**src/rtl/swc_alloc_pkg.sv**
```systemverilog
// Shared definitions for the page-allocator front-end arbiter.
//   state_t    : handshake FSM states (IDLE -> ISSUE -> WAIT -> DONE)
//   grant_t    : registered grant payload (operation + port index)
//   f_rr_next  : first requesting port at or after a pointer, with wrap-around
package swc_alloc_pkg;

    localparam int unsigned c_max_ports = 16;
    localparam int unsigned c_idx_w     = 4;
    localparam int unsigned c_cnt_w     = 5;

    localparam logic c_op_alloc = 1'b0;
    localparam logic c_op_free  = 1'b1;

    typedef enum logic [1:0] {
        ST_IDLE  = 2'd0,
        ST_ISSUE = 2'd1,
        ST_WAIT  = 2'd2,
        ST_DONE  = 2'd3
    } state_t;

    typedef struct packed {
        logic               op;
        logic [c_idx_w-1:0] port;
    } grant_t;

    // Scan n ports starting at ptr; ptr < n is assumed, so one subtraction wraps.
    // Returns 0 when nothing requests (the caller qualifies with an any-request flag).
    function automatic logic [c_idx_w-1:0] f_rr_next(
        input logic [c_max_ports-1:0] req,
        input logic [c_idx_w-1:0]     ptr,
        input logic [c_cnt_w-1:0]     n
    );
        logic [c_idx_w-1:0] grant;
        logic               found;
        logic [c_cnt_w-1:0] idx;
        grant = '0;
        found = 1'b0;
        for (int i = 0; i < int'(c_max_ports); i++) begin
            idx = c_cnt_w'(ptr) + c_cnt_w'(i);
            if (idx >= n) begin
                idx = idx - n;
            end
            if (!found && (c_cnt_w'(i) < n) && req[idx[c_idx_w-1:0]]) begin
                grant = idx[c_idx_w-1:0];
                found = 1'b1;
            end
        end
        return grant;
    endfunction

endpackage

```
**src/rtl/swc_rr_arbiter.sv**
```systemverilog
// Round-robin grant selection with its own pointer register.
//   clk_i, rst_i : clock, synchronous active-high reset (pointer -> 0)
//   req_i        : per-port eligible requests
//   adv_i        : advance the pointer past adv_idx_i (one cycle strobe)
//   adv_idx_i    : index of the port that was just served
//   valid_c_o    : combinational, some port is requesting
//   grant_c_o    : combinational, first requesting port at/after the pointer
module swc_rr_arbiter
    import swc_alloc_pkg::*;
#(
    parameter int unsigned g_num_ports = 4
) (
    input  logic                   clk_i,
    input  logic                   rst_i,
    input  logic [g_num_ports-1:0] req_i,
    input  logic                   adv_i,
    input  logic [c_idx_w-1:0]     adv_idx_i,
    output logic                   valid_c_o,
    output logic [c_idx_w-1:0]     grant_c_o
);

    logic [c_idx_w-1:0]     r_ptr;
    logic [c_max_ports-1:0] w_req_ext;

    assign w_req_ext = c_max_ports'(req_i);
    assign valid_c_o = |req_i;
    assign grant_c_o = f_rr_next(w_req_ext, r_ptr, c_cnt_w'(g_num_ports));

    // Pointer moves to the port after the one just served, wrapping at g_num_ports.
    always_ff @(posedge clk_i) begin
        if (rst_i) begin
            r_ptr <= '0;
        end else if (adv_i) begin
            if (32'(adv_idx_i) == g_num_ports - 1) begin
                r_ptr <= '0;
            end else begin
                r_ptr <= adv_idx_i + c_idx_w'(1);
            end
        end
    end

endmodule

```
**src/rtl/swc_page_alloc_arbiter.sv**
```systemverilog
// Arbitrates per-port page alloc/free requests onto the single-operation
// interface of swc_page_allocator, one operation in flight at a time.
//   clk_i, rst_i        : clock, synchronous active-high reset
//   req_alloc_i/free_i  : per-port level requests, held until ack_o
//   req_usecnt_i        : per-port use count for alloc (port p at slice p)
//   req_pgaddr_i        : per-port page to free (port p at slice p)
//   ack_o               : one-cycle completion strobe to the granted port
//   pgaddr_o            : allocated page, valid with ack_o of an alloc
//   nomem_o             : mm_nomem_i delayed by one cycle
//   mm_alloc_o/free_o   : one-cycle operation pulses to the allocator
//   mm_usecnt_o/pgaddr_o: operation arguments, stable from issue to done
//   mm_pgaddr_i/_valid_i, mm_idle_i, mm_nomem_i : allocator status
module swc_page_alloc_arbiter
    import swc_alloc_pkg::*;
#(
    parameter int unsigned g_num_ports      = 4,
    parameter int unsigned g_page_addr_bits = 11,
    parameter int unsigned g_use_count_bits = 4
) (
    input  logic                                    clk_i,
    input  logic                                    rst_i,
    input  logic [g_num_ports-1:0]                  req_alloc_i,
    input  logic [g_num_ports-1:0]                  req_free_i,
    input  logic [g_num_ports*g_use_count_bits-1:0] req_usecnt_i,
    input  logic [g_num_ports*g_page_addr_bits-1:0] req_pgaddr_i,
    output logic [g_num_ports-1:0]                  ack_o,
    output logic [g_page_addr_bits-1:0]             pgaddr_o,
    output logic                                    nomem_o,
    output logic                                    mm_alloc_o,
    output logic                                    mm_free_o,
    output logic [g_use_count_bits-1:0]             mm_usecnt_o,
    output logic [g_page_addr_bits-1:0]             mm_pgaddr_o,
    input  logic [g_page_addr_bits-1:0]             mm_pgaddr_i,
    input  logic                                    mm_pgaddr_valid_i,
    input  logic                                    mm_idle_i,
    input  logic                                    mm_nomem_i
);

    localparam int unsigned c_np = g_num_ports;
    localparam int unsigned c_aw = g_page_addr_bits;
    localparam int unsigned c_uw = g_use_count_bits;

    state_t              r_state;
    state_t              w_state_nxt;

    logic [c_np-1:0]     w_elig;
    logic                w_any;
    logic [c_idx_w-1:0]  w_grant_idx;
    logic                w_grant_ok;
    logic                w_done;

    logic                w_sel_free;
    logic [c_uw-1:0]     w_sel_uc;
    logic [c_aw-1:0]     w_sel_pg;

    grant_t              r_grant,  w_grant_nxt;
    logic [c_aw-1:0]     r_cap,    w_cap_nxt;
    logic [c_uw-1:0]     r_uc,     w_uc_nxt;
    logic [c_aw-1:0]     r_pg,     w_pg_nxt;
    logic [c_np-1:0]     r_ack,    w_ack_nxt;
    logic [c_aw-1:0]     r_pgaddr, w_pgaddr_nxt;
    logic                r_alloc,  w_alloc_nxt;
    logic                r_free,   w_free_nxt;
    logic                r_nomem;

    // Frees are always eligible; allocs only while the allocator has pages.
    assign w_elig     = req_free_i | (req_alloc_i & {c_np{~mm_nomem_i}});
    assign w_grant_ok = (r_state == ST_IDLE) && mm_idle_i && w_any;
    assign w_done     = (r_state == ST_DONE);

    swc_rr_arbiter #(
        .g_num_ports (g_num_ports)
    ) u_rr (
        .clk_i     (clk_i),
        .rst_i     (rst_i),
        .req_i     (w_elig),
        .adv_i     (w_done),
        .adv_idx_i (r_grant.port),
        .valid_c_o (w_any),
        .grant_c_o (w_grant_idx)
    );

    // Pick out the winning port's request fields.
    always_comb begin
        w_sel_free = 1'b0;
        w_sel_uc   = '0;
        w_sel_pg   = '0;
        for (int p = 0; p < int'(c_np); p++) begin
            if (c_idx_w'(p) == w_grant_idx) begin
                w_sel_free = req_free_i[p];
                w_sel_uc   = req_usecnt_i[p*c_uw +: c_uw];
                w_sel_pg   = req_pgaddr_i[p*c_aw +: c_aw];
            end
        end
    end

    // State register.
    always_ff @(posedge clk_i) begin
        if (rst_i) begin
            r_state <= ST_IDLE;
        end else begin
            r_state <= w_state_nxt;
        end
    end

    // Next-state logic.
    always_comb begin
        w_state_nxt = r_state;
        case (r_state)
            ST_IDLE:  if (w_grant_ok) w_state_nxt = ST_ISSUE;
            ST_ISSUE: w_state_nxt = ST_WAIT;
            ST_WAIT:  if (mm_idle_i) w_state_nxt = ST_DONE;
            ST_DONE:  w_state_nxt = ST_IDLE;
            default:  w_state_nxt = ST_IDLE;
        endcase
    end

    // Output/datapath next values; outputs are registered so the pulse and
    // ack land in the ISSUE and DONE cycles respectively.
    always_comb begin
        w_grant_nxt  = r_grant;
        w_cap_nxt    = r_cap;
        w_uc_nxt     = r_uc;
        w_pg_nxt     = r_pg;
        w_ack_nxt    = '0;
        w_pgaddr_nxt = r_pgaddr;
        w_alloc_nxt  = 1'b0;
        w_free_nxt   = 1'b0;
        case (r_state)
            ST_IDLE: begin
                if (w_grant_ok) begin
                    // Free wins when a port raises both requests.
                    w_grant_nxt.port = w_grant_idx;
                    w_grant_nxt.op   = w_sel_free ? c_op_free : c_op_alloc;
                    w_uc_nxt         = w_sel_uc;
                    w_pg_nxt         = w_sel_pg;
                    w_alloc_nxt      = ~w_sel_free;
                    w_free_nxt       = w_sel_free;
                end
            end
            ST_WAIT: begin
                if (mm_pgaddr_valid_i) begin
                    w_cap_nxt = mm_pgaddr_i;
                end
                if (mm_idle_i) begin
                    for (int p = 0; p < int'(c_np); p++) begin
                        w_ack_nxt[p] = (c_idx_w'(p) == r_grant.port);
                    end
                    if (r_grant.op == c_op_alloc) begin
                        w_pgaddr_nxt = w_cap_nxt;
                    end
                end
            end
            default: begin
            end
        endcase
    end

    // Datapath and output registers.
    always_ff @(posedge clk_i) begin
        if (rst_i) begin
            r_grant  <= '0;
            r_cap    <= '0;
            r_uc     <= '0;
            r_pg     <= '0;
            r_ack    <= '0;
            r_pgaddr <= '0;
            r_alloc  <= 1'b0;
            r_free   <= 1'b0;
            r_nomem  <= 1'b0;
        end else begin
            r_grant  <= w_grant_nxt;
            r_cap    <= w_cap_nxt;
            r_uc     <= w_uc_nxt;
            r_pg     <= w_pg_nxt;
            r_ack    <= w_ack_nxt;
            r_pgaddr <= w_pgaddr_nxt;
            r_alloc  <= w_alloc_nxt;
            r_free   <= w_free_nxt;
            r_nomem  <= mm_nomem_i;
        end
    end

    assign ack_o       = r_ack;
    assign pgaddr_o    = r_pgaddr;
    assign nomem_o     = r_nomem;
    assign mm_alloc_o  = r_alloc;
    assign mm_free_o   = r_free;
    assign mm_usecnt_o = r_uc;
    assign mm_pgaddr_o = r_pg;

endmodule

```
**config.mk**
```make
export PLATFORM = sky130hd
export DESIGN_NAME = swc_page_alloc_arbiter
export DESIGN_NICKNAME = d
export VERILOG_FILES = /design/src/rtl/swc_alloc_pkg.sv /design/src/rtl/swc_rr_arbiter.sv /design/src/rtl/swc_page_alloc_arbiter.sv
export SDC_FILE = /design/constraint.sdc
export NUM_CORES = 1
export LEC_CHECK = 0
export ABC_AREA = 1
export CORE_MARGIN = 10
export CORE_UTILIZATION = 45
export DETAILED_ROUTE_END_ITERATION = 16
export MAX_ROUTING_LAYER = met4
export PLACE_DENSITY = 0.86
export SLEW_MARGIN = 20
export SYNTH_ARGS = -nofsm -noshare
export SYNTH_HDL_FRONTEND = slang
export SYNTH_HIERARCHICAL = 1
export SYNTH_SLANG_ARGS = --single-unit
export TNS_END_PERCENT = 100
```
**constraint.sdc**
```tcl
create_clock -name clk_i -period 3.09 [get_ports clk_i]
set_input_delay 0.4635 -clock clk_i [delete_from_list [all_inputs] [get_ports clk_i]]
set_output_delay 0.4635 -clock clk_i [all_outputs]
set_load 0.1 [all_outputs]
```
==> metrics.txt <==
Tightest Hold Check Type reg2reg; DR vias/cell ~5.2; GP Congestion 0.8658; Final Util 63.95%; leak pwr 2.130 nW; fraction of registers with async set/reset 0%; delay of the slowest critical-path stage 0.39 ns; pin count of the biggest net entering global routing 52; cells along the critical path inv_1, ha_1, nand2_1, nand2_1, nor2_1, nor2_2, ha_1, nand2_1, nand2_1, nor2_1, nand2_1, nand2_1, nand3_1, nor2_1, nand2_1, nand2_2, inv_2, nor2_4, nand2_2, inv_2, nand2_1, nand3_1, nor2_1, nor2_1; Post-CTS Setup Inserts 0; Yosys Warn Count 6; CP dominant cell by count nand2_1; synthesized area roughly 0.0034 sq mm; power density over cell area 783.2 mW/mm^2; Max IR drop VDD 0.4019 mV; chip height roughly 110 microns; Post-Synth XOR/XNOR Area 0.7842%; Worst path slowest cell dfxtp_2; Setup Crit Path Kind reg2reg; Critical Path RT 3.34 ns; pre-CTS WS -0.1196 ns; count leader, synth nand2_1; diodes inserted 0; mux cell area share after synthesis 0%; Post-synth top flop dfxtp_1; nets 730; total clock sinks 55; Max transition margin between 40 and 50%; Post-synth EDFFs 0; top cells by area, synth dfxtp_1 33%, nand2_1 13%, nand3_1 12%; Area Overhead vs Synth 38.42%; final setup margin 0.3036 ns; worst-margin pin slew 0.8306 ns; clock skew approximately 0.015 ns; routed via count 3,796; number of hold violations in the final report 0; Synth top area share about a third; TritonCTS clock tree done; Root Buffer clkbuf_8; io pins 117; vias in the first global route between 3,000 and 4,000; endpoints failing setup 0; total track usage 18.18%; IO buf count approximately 120; DRT antenna net count 0; CP Launch Type register; Mean Syn Cell Area between 6 and 7 sq um; critical path's top delay family simple AND/OR/NAND/NOR gates; Max Clock Freq 358.9 MHz; clock latency on the worst-skew pair 0.31 ns; 1st-iter DRT viols 166; crit path time final 2.786 ns; Total Die Area 0.01130 sq mm; Core Footprint between 0.007 and 0.008 sq mm; initial antenna violation count 0; first-pass GRT wire length 16,930 microns; RSZ-0062 raised after global routing false; Max clock buf depth 2; endpoint class of the critical path register; top cells by count, synth 115 x nand2_1, 78 x nand3_1, 57 x nor2_1, 55 x dfxtp_1, 51 x o21ai_0; share of layout cells above drive strength 1 11.11%; drt pass-1 iters 7; fillers between 600 and 700; sequential share of the synthesized area 32.86%; period utilization about nine tenths; final-report max-slew violation count 0; Synth Area in Simple Gates between 30 and 40%; MaxCap Viol Count 0; cell taking the most area after synthesis dfxtp_1; Num CTS Buffers 5; Post-Syn Instances between 500 and 600; Worst Path Buf+Inv 3; Detail Placement HPWL 8170 microns; CTS H-Tree Depth 2; arrival time at the worst endpoint between 3 and 4 ns; post-synthesis compound-gate area fraction 14.41%; Die Wd 106.3 microns; WL final 10,260 microns; largest family of logic cells by synthesized area simple AND/OR/NAND/NOR gates; drt wl/cell roughly 14 microns; DRC viols 0; num rows 31; Worst Path Max Fanout 6; adder-cell share of the synthesized area 6.348%; grt ovf 0; Starting Density 46.20%; outcome finished clean; number of synthesized register bits 55; Reg clk slew, reported paths 0.10 ns; count of different cell masters after synthesis 31
area by class of cell:
cell class	instances	area, sq um	area share, %
clock buffers	5	68.82	1.484
clock inverters	3	25.02	0.5395
inverters	54	206.4	4.451
multi-input cells	387	1929	41.60
flip-flops and latches	55	1106	23.85
well taps	99	123.9	2.671
repair buffers	126	1179	25.41
cell families (layout without fill, tap and decap cells):
family | count (synthesis) | count (layout)
AND/OR/NAND/NOR | 271 | 271
AO/OA/AOI/OAI | 94 | 94
buffers and inverters | 81 | 188
flip-flops | 55 | 55
adder cells (fa/ha/maj) | 17 | 17
XOR/XNOR | 3 | 3
other | 1 | 2
per-stage QoR:
step	hold slack (ns)	power, mW	instances	instance area, sq um	TNS, ns
after global routing	0.5132	3.870	729	4638	0
after detailed placement	0.4556	3.185	721	4521	-0.9536
final	0.4720	3.633	729	4638	0
after floorplan	0.4506	2.583	523	3354	0
after global placement	0.4553	3.126	721	4521	0
after CTS	0.4712	3.621	729	4619	0
placed cells by master (no fill, tap or decap), drive strengths merged:
cell	n
clkbuf	5
conb	2
dfxtp	55
a21oi	35
nand4	4
inv	55
xor2	1
nor2	63
or4	1
nand2	118
o21ai	54
nor4	1
nand3	79
nor3	3
a21o	4
clkinvlp	2
xnor2	2
ha	17
clkdlybuf4s50	83
and2	1
a211oi	1
buf	43
nand3b	1
worst paths after layout:
path                   from              to  slack, ns  cells past startpoint
min reg2reg  mm_usecnt_o[3]  mm_usecnt_o[3]       0.47                      2
max           u_rr/r_ptr[1]  mm_usecnt_o[2]       0.30                     24
min          mm_usecnt_o[3]  mm_usecnt_o[3]       0.47                      2
max reg2reg   u_rr/r_ptr[1]  mm_usecnt_o[2]       0.30                     24
worst reg2reg max path: stages, from the launching register on:
cell and delay (ns):
dfxtp_2 0.39, inv_1 0.11, ha_1 0.22, nand2_1 0.09
nand2_1 0.05, nor2_1 0.11, nor2_2 0.07, ha_1 0.17
nand2_1 0.05, nand2_1 0.05, nor2_1 0.09, nand2_1 0.07
nand2_1 0.06, nand3_1 0.08, nor2_1 0.15, nand2_1 0.08
nand2_2 0.17, inv_2 0.06, nor2_4 0.15, nand2_2 0.09
inv_2 0.11, nand2_1 0.09, nand3_1 0.07, nor2_1 0.05
nor2_1 0.07
registers in the layout, indices dropped and copies added (netlist names):
name         cells
ack_o            4
mm_free_o        1
r_state          2
u_rr/r_ptr       4
r_cap           11
mm_usecnt_o      4
mm_pgaddr_o     11
nomem_o          1
mm_alloc_o       1
r_grant          5
pgaddr_o        11
layer usage:
| metal | share of wire [%] | global-route usage (%) |
|---|---|---|
| met5 | 0 | - |
| met4 | 2.7 | 6.770 |
| met3 | 7.9 | 5.435 |
| met2 | 49 | 31.23 |
| met1 | 40 | 19.37 |
power breakdown:
| group | leakage [nW] | internal, mW | switching (mW) |
|---|---|---|---|
| logic | 1.63 | 0.651 | 1.58 |
| registers | 0.451 | 0.888 | 0.0983 |
| clock network | 0.0452 | 0.166 | 0.250 |
repair_timing:
item,CTS,global route
endpoints found under the setup margin,14,18
pin swaps,0,0
hold buffers,0,0
gates resized for setup,1,7
gates cloned,0,0
Power figures use the tool's default switching activity.
